$ cat src/rtl/pipe_ctrl_pkg.sv
// Shared constants and types for the pipeline controller.
package pipe_ctrl_pkg;

  typedef enum logic [2:0] {
    S_IDLE     = 3'd0,
    S_MEPC     = 3'd1,
    S_MCAUSE   = 3'd2,
    S_MSTATUS  = 3'd3,
    S_MRET     = 3'd4,
    S_REDIRECT = 3'd5
  } state_t;

  // Machine-mode CSR addresses
  localparam logic [11:0] CSR_MSTATUS = 12'h300;
  localparam logic [11:0] CSR_MTVEC   = 12'h305;
  localparam logic [11:0] CSR_MEPC    = 12'h341;
  localparam logic [11:0] CSR_MCAUSE  = 12'h342;

  // mcause values
  localparam logic [31:0] CAUSE_IRQ    = 32'h8000_000B;
  localparam logic [31:0] CAUSE_ECALL  = 32'd11;
  localparam logic [31:0] CAUSE_EBREAK = 32'd3;

  // stall vector bit positions
  localparam int unsigned STALL_PC      = 0;
  localparam int unsigned STALL_IF_ID   = 1;
  localparam int unsigned STALL_ID_EXE  = 2;
  localparam int unsigned STALL_EXE_MEM = 3;
  localparam int unsigned STALL_MEM_WB  = 4;
  localparam int unsigned STALL_W       = 5;

  // flush vector bit positions
  localparam int unsigned FLUSH_IF_ID   = 0;
  localparam int unsigned FLUSH_ID_EXE  = 1;
  localparam int unsigned FLUSH_EXE_MEM = 2;
  localparam int unsigned FLUSH_W       = 3;

  // mstatus field positions
  localparam int unsigned MSTATUS_MIE    = 3;
  localparam int unsigned MSTATUS_MPIE   = 7;
  localparam int unsigned MSTATUS_MPP_LO = 11;
  localparam int unsigned MSTATUS_MPP_HI = 12;

  // Common stall/flush patterns
  localparam logic [STALL_W-1:0] STALL_NONE  = '0;
  localparam logic [STALL_W-1:0] STALL_FRONT =
    STALL_W'((1 << STALL_PC) | (1 << STALL_IF_ID));
  localparam logic [STALL_W-1:0] STALL_TO_EXE =
    STALL_W'((1 << STALL_PC) | (1 << STALL_IF_ID) | (1 << STALL_ID_EXE));

  localparam logic [FLUSH_W-1:0] FLUSH_NONE = '0;
  localparam logic [FLUSH_W-1:0] FLUSH_ALL  =
    FLUSH_W'((1 << FLUSH_IF_ID) | (1 << FLUSH_ID_EXE) | (1 << FLUSH_EXE_MEM));
  localparam logic [FLUSH_W-1:0] FLUSH_JUMP =
    FLUSH_W'((1 << FLUSH_IF_ID) | (1 << FLUSH_ID_EXE));
  localparam logic [FLUSH_W-1:0] FLUSH_EXE  = FLUSH_W'(1 << FLUSH_EXE_MEM);
  localparam logic [FLUSH_W-1:0] FLUSH_ID   = FLUSH_W'(1 << FLUSH_ID_EXE);

endpackage

$ cat src/rtl/pipe_ctrl.sv
// Pipeline controller: merges hazards, jumps, traps and mret into per-stage
// stall/flush controls and sequences the mepc/mcause/mstatus CSR writes.
module pipe_ctrl
  import pipe_ctrl_pkg::*;
#(
  parameter int unsigned ADDR_WIDTH     = 32,
  parameter int unsigned DATA_WIDTH     = 32,
  parameter int unsigned CSR_ADDR_WIDTH = 12
) (
  input  logic                      clk_i,
  input  logic                      rst_n_i,
  input  logic                      stallreq_id_i,
  input  logic                      stallreq_exe_i,
  input  logic                      exe_valid_i,
  input  logic [ADDR_WIDTH-1:0]     inst_addr_i,
  input  logic                      jump_req_i,
  input  logic [ADDR_WIDTH-1:0]     jump_addr_i,
  input  logic                      ecall_i,
  input  logic                      ebreak_i,
  input  logic                      mret_i,
  input  logic                      irq_i,
  input  logic [DATA_WIDTH-1:0]     csr_mstatus_i,
  input  logic [DATA_WIDTH-1:0]     csr_mtvec_i,
  input  logic [DATA_WIDTH-1:0]     csr_mepc_i,
  output logic [STALL_W-1:0]        stall_o,
  output logic [FLUSH_W-1:0]        flush_o,
  output logic                      redirect_o,
  output logic [ADDR_WIDTH-1:0]     redirect_addr_o,
  output logic                      csr_we_o,
  output logic [CSR_ADDR_WIDTH-1:0] csr_waddr_o,
  output logic [DATA_WIDTH-1:0]     csr_wdata_o,
  output logic                      busy_o
);

  state_t                  state_q, state_d;
  logic [ADDR_WIDTH-1:0]   epc_q, epc_d;
  logic [DATA_WIDTH-1:0]   cause_q, cause_d;
  logic [ADDR_WIDTH-1:0]   target_q, target_d;

  logic                    irq_take;
  logic                    trap_take;
  logic [DATA_WIDTH-1:0]   mstatus_trap;
  logic [DATA_WIDTH-1:0]   mstatus_mret;

  // Interrupt is only taken on a real instruction that is not mid-operation.
  assign irq_take  = irq_i & csr_mstatus_i[MSTATUS_MIE] & exe_valid_i & ~stallreq_exe_i;
  assign trap_take = irq_take | ecall_i | ebreak_i;

  // mstatus images for trap entry and mret
  always_comb begin
    mstatus_trap = csr_mstatus_i;
    mstatus_trap[MSTATUS_MPIE] = csr_mstatus_i[MSTATUS_MIE];
    mstatus_trap[MSTATUS_MIE]  = 1'b0;
    mstatus_trap[MSTATUS_MPP_HI:MSTATUS_MPP_LO] = 2'b11;

    mstatus_mret = csr_mstatus_i;
    mstatus_mret[MSTATUS_MIE]  = csr_mstatus_i[MSTATUS_MPIE];
    mstatus_mret[MSTATUS_MPIE] = 1'b1;
  end

  // State and latched trap context
  always_ff @(posedge clk_i or negedge rst_n_i) begin
    if (!rst_n_i) begin
      state_q  <= S_IDLE;
      epc_q    <= '0;
      cause_q  <= '0;
      target_q <= '0;
    end else begin
      state_q  <= state_d;
      epc_q    <= epc_d;
      cause_q  <= cause_d;
      target_q <= target_d;
    end
  end

  // Next-state and stall/flush/CSR decode
  always_comb begin
    state_d         = state_q;
    epc_d           = epc_q;
    cause_d         = cause_q;
    target_d        = target_q;
    stall_o         = STALL_NONE;
    flush_o         = FLUSH_NONE;
    redirect_o      = 1'b0;
    redirect_addr_o = '0;
    csr_we_o        = 1'b0;
    csr_waddr_o     = '0;
    csr_wdata_o     = '0;

    unique case (state_q)
      S_IDLE: begin
        if (trap_take) begin
          epc_d   = inst_addr_i;
          cause_d = irq_take ? DATA_WIDTH'(CAUSE_IRQ) :
                    ecall_i  ? DATA_WIDTH'(CAUSE_ECALL) : DATA_WIDTH'(CAUSE_EBREAK);
          flush_o = FLUSH_ALL;
          state_d = S_MEPC;
        end else if (mret_i) begin
          flush_o = FLUSH_ALL;
          state_d = S_MRET;
        end else if (jump_req_i) begin
          redirect_o      = 1'b1;
          redirect_addr_o = jump_addr_i;
          flush_o         = FLUSH_JUMP;
        end else if (stallreq_exe_i) begin
          stall_o = STALL_TO_EXE;
          flush_o = FLUSH_EXE;
        end else if (stallreq_id_i) begin
          stall_o = STALL_FRONT;
          flush_o = FLUSH_ID;
        end
      end
      S_MEPC: begin
        stall_o     = STALL_FRONT;
        flush_o     = FLUSH_ALL;
        csr_we_o    = 1'b1;
        csr_waddr_o = CSR_ADDR_WIDTH'(CSR_MEPC);
        csr_wdata_o = DATA_WIDTH'(epc_q);
        state_d     = S_MCAUSE;
      end
      S_MCAUSE: begin
        stall_o     = STALL_FRONT;
        flush_o     = FLUSH_ALL;
        csr_we_o    = 1'b1;
        csr_waddr_o = CSR_ADDR_WIDTH'(CSR_MCAUSE);
        csr_wdata_o = cause_q;
        state_d     = S_MSTATUS;
      end
      S_MSTATUS: begin
        stall_o     = STALL_FRONT;
        flush_o     = FLUSH_ALL;
        csr_we_o    = 1'b1;
        csr_waddr_o = CSR_ADDR_WIDTH'(CSR_MSTATUS);
        csr_wdata_o = mstatus_trap;
        target_d    = ADDR_WIDTH'(csr_mtvec_i) & ~ADDR_WIDTH'(3);
        state_d     = S_REDIRECT;
      end
      S_MRET: begin
        stall_o     = STALL_FRONT;
        flush_o     = FLUSH_ALL;
        csr_we_o    = 1'b1;
        csr_waddr_o = CSR_ADDR_WIDTH'(CSR_MSTATUS);
        csr_wdata_o = mstatus_mret;
        target_d    = ADDR_WIDTH'(csr_mepc_i);
        state_d     = S_REDIRECT;
      end
      S_REDIRECT: begin
        stall_o         = STALL_FRONT;
        flush_o         = FLUSH_ALL;
        redirect_o      = 1'b1;
        redirect_addr_o = target_q;
        state_d         = S_IDLE;
      end
      default: state_d = S_IDLE;
    endcase

    // Outputs read zero for as long as reset is held.
    if (!rst_n_i) begin
      stall_o         = STALL_NONE;
      flush_o         = FLUSH_NONE;
      redirect_o      = 1'b0;
      redirect_addr_o = '0;
      csr_we_o        = 1'b0;
      csr_waddr_o     = '0;
      csr_wdata_o     = '0;
    end
  end

  assign busy_o = rst_n_i & (state_q != S_IDLE);

endmodule

$ cat config.mk
export PLATFORM = sky130hd
export DESIGN_NAME = pipe_ctrl
export DESIGN_NICKNAME = d
export VERILOG_FILES = /design/src/rtl/pipe_ctrl_pkg.sv /design/src/rtl/pipe_ctrl.sv
export SDC_FILE = /design/constraint.sdc
export NUM_CORES = 1
export LEC_CHECK = 0
export CAP_MARGIN = 0
export CORE_UTILIZATION = 41
export CTS_BUF_LIST = sky130_fd_sc_hd__clkbuf_4
export CTS_CLUSTER_SIZE = 12
export DETAILED_ROUTE_END_ITERATION = 7
export PLACE_DENSITY = 0.9
export SLEW_MARGIN = 5
export SYNTH_ARGS = -nofsm -noshare
export SYNTH_HDL_FRONTEND = slang
export SYNTH_SLANG_ARGS = --single-unit
export TNS_END_PERCENT = 1
$ cat constraint.sdc
create_clock -name clk_i -period 2.6 [get_ports clk_i]
set_input_delay 0.52 -clock clk_i [delete_from_list [all_inputs] [get_ports clk_i]]
set_output_delay 0.52 -clock clk_i [all_outputs]
set_load 0.02 [all_outputs]
==> impl_metrics.toml <==
[status]
status = "completed"

[pwr]
ir_worst_vdd_mv = 0.685
power.internal_uw = 3820
clockPowerShare_pct = 10.6
pwr-share-comb_pct = 60.1
leakage_uw = 0.00311
p_switching_uw = 2880
power.density_nw_per_um2 = 886
netSwitchingFraction_pct = 42.9
p_seq_share_pct = 29.2

[layout]
syn_to_final_growth_pct = 59.0
nFillCells = 893
fin_util_pct = 68.3
multi_input_area_um2 = 2700
area.sequential_um2 = 1760
diodes = 0
nets = 963
final_cells = 938
drive_gt1_share_pct = 24.1

[route]
antenna_left = 0
vias_per_cell = 5.75
vias = 5396
drt_iter0_markers = 458
drt-pass1-iter-count = 7
wl_per_cell_um = 18.9
drcViolationCount = 0
wirelength_um = 17800

[worst_setup_path]
cp-start-kind = "register"
path_max_fanout = 6
worstPathRequired_ps = 2080
critPathSlowestCell = "dfrtp_2"
max_stage_delay_ps = 480
worstPathArrival_ps = 2070
cp_cell_sequence = "buf_6, nor3_4, buf_4, clkbuf_16, nand4_1, a21oi_1, buf_4"
r2r_slack_ps = 190
crit_path_end_kind = "output port"
cpMostUsedCell = "buf_4"
criticalPathCategory = "register to output port"

[logic_synthesis]
synth_area_leader_cell = "dfrtp_1"
ys_async_sr_fraction_pct = 100
synth_flop_cell = "dfrtp_1"
netlist_top_cells_area = "dfrtp_1, a21oi_1, mux2_2, mux2i_1, and3b_1"
syn_area_um2 = 4760
netlist_instances = 555
ys_warn_count = 0
synth_area_per_cell_um2 = 8.57
ys_ff_latch = 70
synth.yosys.seq_area_share_pct = 36.8
netlist.area_leader.share_pct = 36.8
synth_edf_count = 0
netlist-cell-type-count = 43

[cts]
ctsLongestPathBuffers = 2
cts.sinks = 70
htreeDepth = 3
hold_buffers = 0
numCtsBuffers = 9
cts_root_buffer = "clkbuf_4"
clkTransAtPathRegs_ps = 130
clkLatencyLatePin_ps = 410
cts_tree = "done"

[die]
core_area_um2 = 11100
die_x_um = 110
num_rows = 38
ios = 257
fp.dieH_um = 110
start_util_pct = 42.9
dieArea_um2 = 12000

[sta]
worst_slew_margin_rel_pct = 55.5
timing.fmax_ghz = 0.387
drv_slew = 0
min_period_ps = 2590
finalHoldViolCount = 0
finalClockSkew_ps = 24.4
rsz0062_at_grt = "yes"
fin_crit_sh_pct = 99.5
final-setup-viol-count = 0
worstMarginPinSlew_ps = 668

[grt]
antenna_found_initial = 0
met3_usage_pct = 3.62
grt_pass1_wl_um = 25900
grt_max_degree = 50
overflow = 0
grt_pass1_vias = 5358
grtUsageMet2_pct = 49.8
busiest_layer = "met2"
gr-usage-met1_pct = 32.7
grt_usage_pct = 28.2

[flow_run]
cap_violations = 0

[placement]
portBuffers = 245
placedCellCount = 913
place_congestion = 0.905
dp_hpwl_um = 12200

[min_path]
hp-class = "primary input to asynchronous set/reset pin"
## worst max-delay path, delay by kind of cell (launching register included)
family / cells / cell delay (ps)
buffers and inverters: 4 / 620
flip-flops: 1 / 480
AND/OR/NAND/NOR: 2 / 350
AO/OA/AOI/OAI: 1 / 200
## what timing repair did
item	CTS	global route
cloned	1	3
setup endpoints to repair	77	65
setup buffers	0	5
hold endpoints to repair	0	0
resized for setup	250	102
pin swaps	2	13
## worst paths after layout
| path | depth (start not counted) | from | endpoint |
|---|---|---|---|
| setup reg to reg | 9 | state_q[1] | target_q[26] |
| max in group asynchronous | 3 | rst_n_i | target_q[5] |
| hold reg to reg | 1 | cause_q[1] | cause_q[1] |
| setup / recovery | 7 | state_q[1] | redirect_addr_o[29] |
| hold / removal | 2 | rst_n_i | epc_q[29] |
| min in group clk_i | 1 | cause_q[1] | cause_q[1] |
## Yosys cell counts, types with 2 or more instances
| master | count |
|---|---|
| a21boi_0 | 2 |
| a21oi_1 | 93 |
| a22o_1 | 4 |
| a31o_2 | 2 |
| a31oi_1 | 3 |
| and2_1 | 3 |
| and3_1 | 2 |
| and3b_1 | 34 |
| buf_1 | 4 |
| buf_2 | 18 |
| buf_4 | 12 |
| buf_6 | 5 |
| clkbuf_1 | 33 |
| dfrtp_1 | 70 |
| inv_1 | 5 |
| mux2_2 | 32 |
| mux2i_1 | 31 |
| nand2_1 | 66 |
| nand2b_1 | 3 |
| nand3_1 | 5 |
| nand3b_1 | 3 |
| nand4_1 | 34 |
| nor2_1 | 7 |
| nor2b_1 | 3 |
| nor3_1 | 32 |
| o21a_1 | 2 |
| o21ai_0 | 29 |
| or2_2 | 3 |
## logic make-up after synthesis
| logic type | count (synthesis) | share of synthesized area (%) |
|---|---|---|
| AO/OA/AOI/OAI | 140 | 16.0 |
| XOR/XNOR | 1 | 0.184 |
| buffers and inverters | 77 | 8.29 |
| flip-flops | 70 | 36.8 |
| multiplexers | 64 | 14.3 |
| other | 1 | 0.0788 |
| AND/OR/NAND/NOR | 202 | 24.3 |
## per-layer routing
layer,up-vias,routed length (um),share of wire [%]
met5,-,0,0
met4,0,737,4.2
met3,68,1010,5.7
met2,304,9270,52
met1,2576,6740,38
li1,2448,-,-
## power groups by stage
stage | logic, uW | clock network, uW | registers (uW)
floorplan | 2440 | 0 | 1840
global placement | 3710 | 0 | 1920
detailed placement | 3860 | 0 | 1960
CTS | 3840 | 730 | 1940
global route | 4320 | 767 | 2020
finish | 4030 | 712 | 1960
## flip-flops by register name (all words and copies together), names as in the netlist
signal / count
target_q: 32
cause_q: 3
state_q: 3
epc_q: 32
## layout make-up
cell class,count,area share [%]
Inverter,5,0.248
Multi-Input combinational cell,416,35.8
Tap cell,140,2.32
Timing Repair Buffer,291,36.6
Clock inverter,6,0.827
Sequential cell,70,23.2
Clock buffer,10,0.993
## placed cells by master (no fill, tap or decap), types with 3 or more instances in the layout
cell type        synthesis  routed
or2_2                    3       3
nand4_1                 34      34
clkbuf_2                 0       6
nand3_1                  5       4
buf_6                    5       8
nand2_1                 66      66
dfrtp_2                  0       3
clkdlybuf4s15_1          0       5
dfrtp_1                 70      67
and2_1                   3       3
nor2b_1                  3       3
buf_4                   12      53
a21oi_2                  0       8
o21ai_0                 29      27
mux2_2                  32      32
nor3_1                  32      31
and3b_1                 34      32
clkdlybuf4s50_1          0     167
mux2i_1                 31      31
clkbuf_4                 0      10
buf_2                   18      33
nor2_1                   7       6
conb_1                   1       9
o21ai_1                  1       3
buf_12                   0      14
a31oi_1                  3       3
a21oi_1                 93      85
nand3b_1                 3       3
inv_1                    5       5
a22o_1                   4       4
nand2b_1                 3       3
## through the flow
stage               setup TNS [ps]  hold slack (ps)  total power (uW)  cell area (um2)  setup WS (ps)
floorplan                        0              224              4280             4790            410
global placement             -8940              453              5630             7500           -308
detailed placement           -9870              460              5820             7500           -328
CTS                          -2420             8.14              6520             7570           -212
global route                  -771             8.75              7110             7560          -90.3
finish                           0             23.7              6700             7560           13.2
Note: power is estimated with default switching activity, not from simulation.
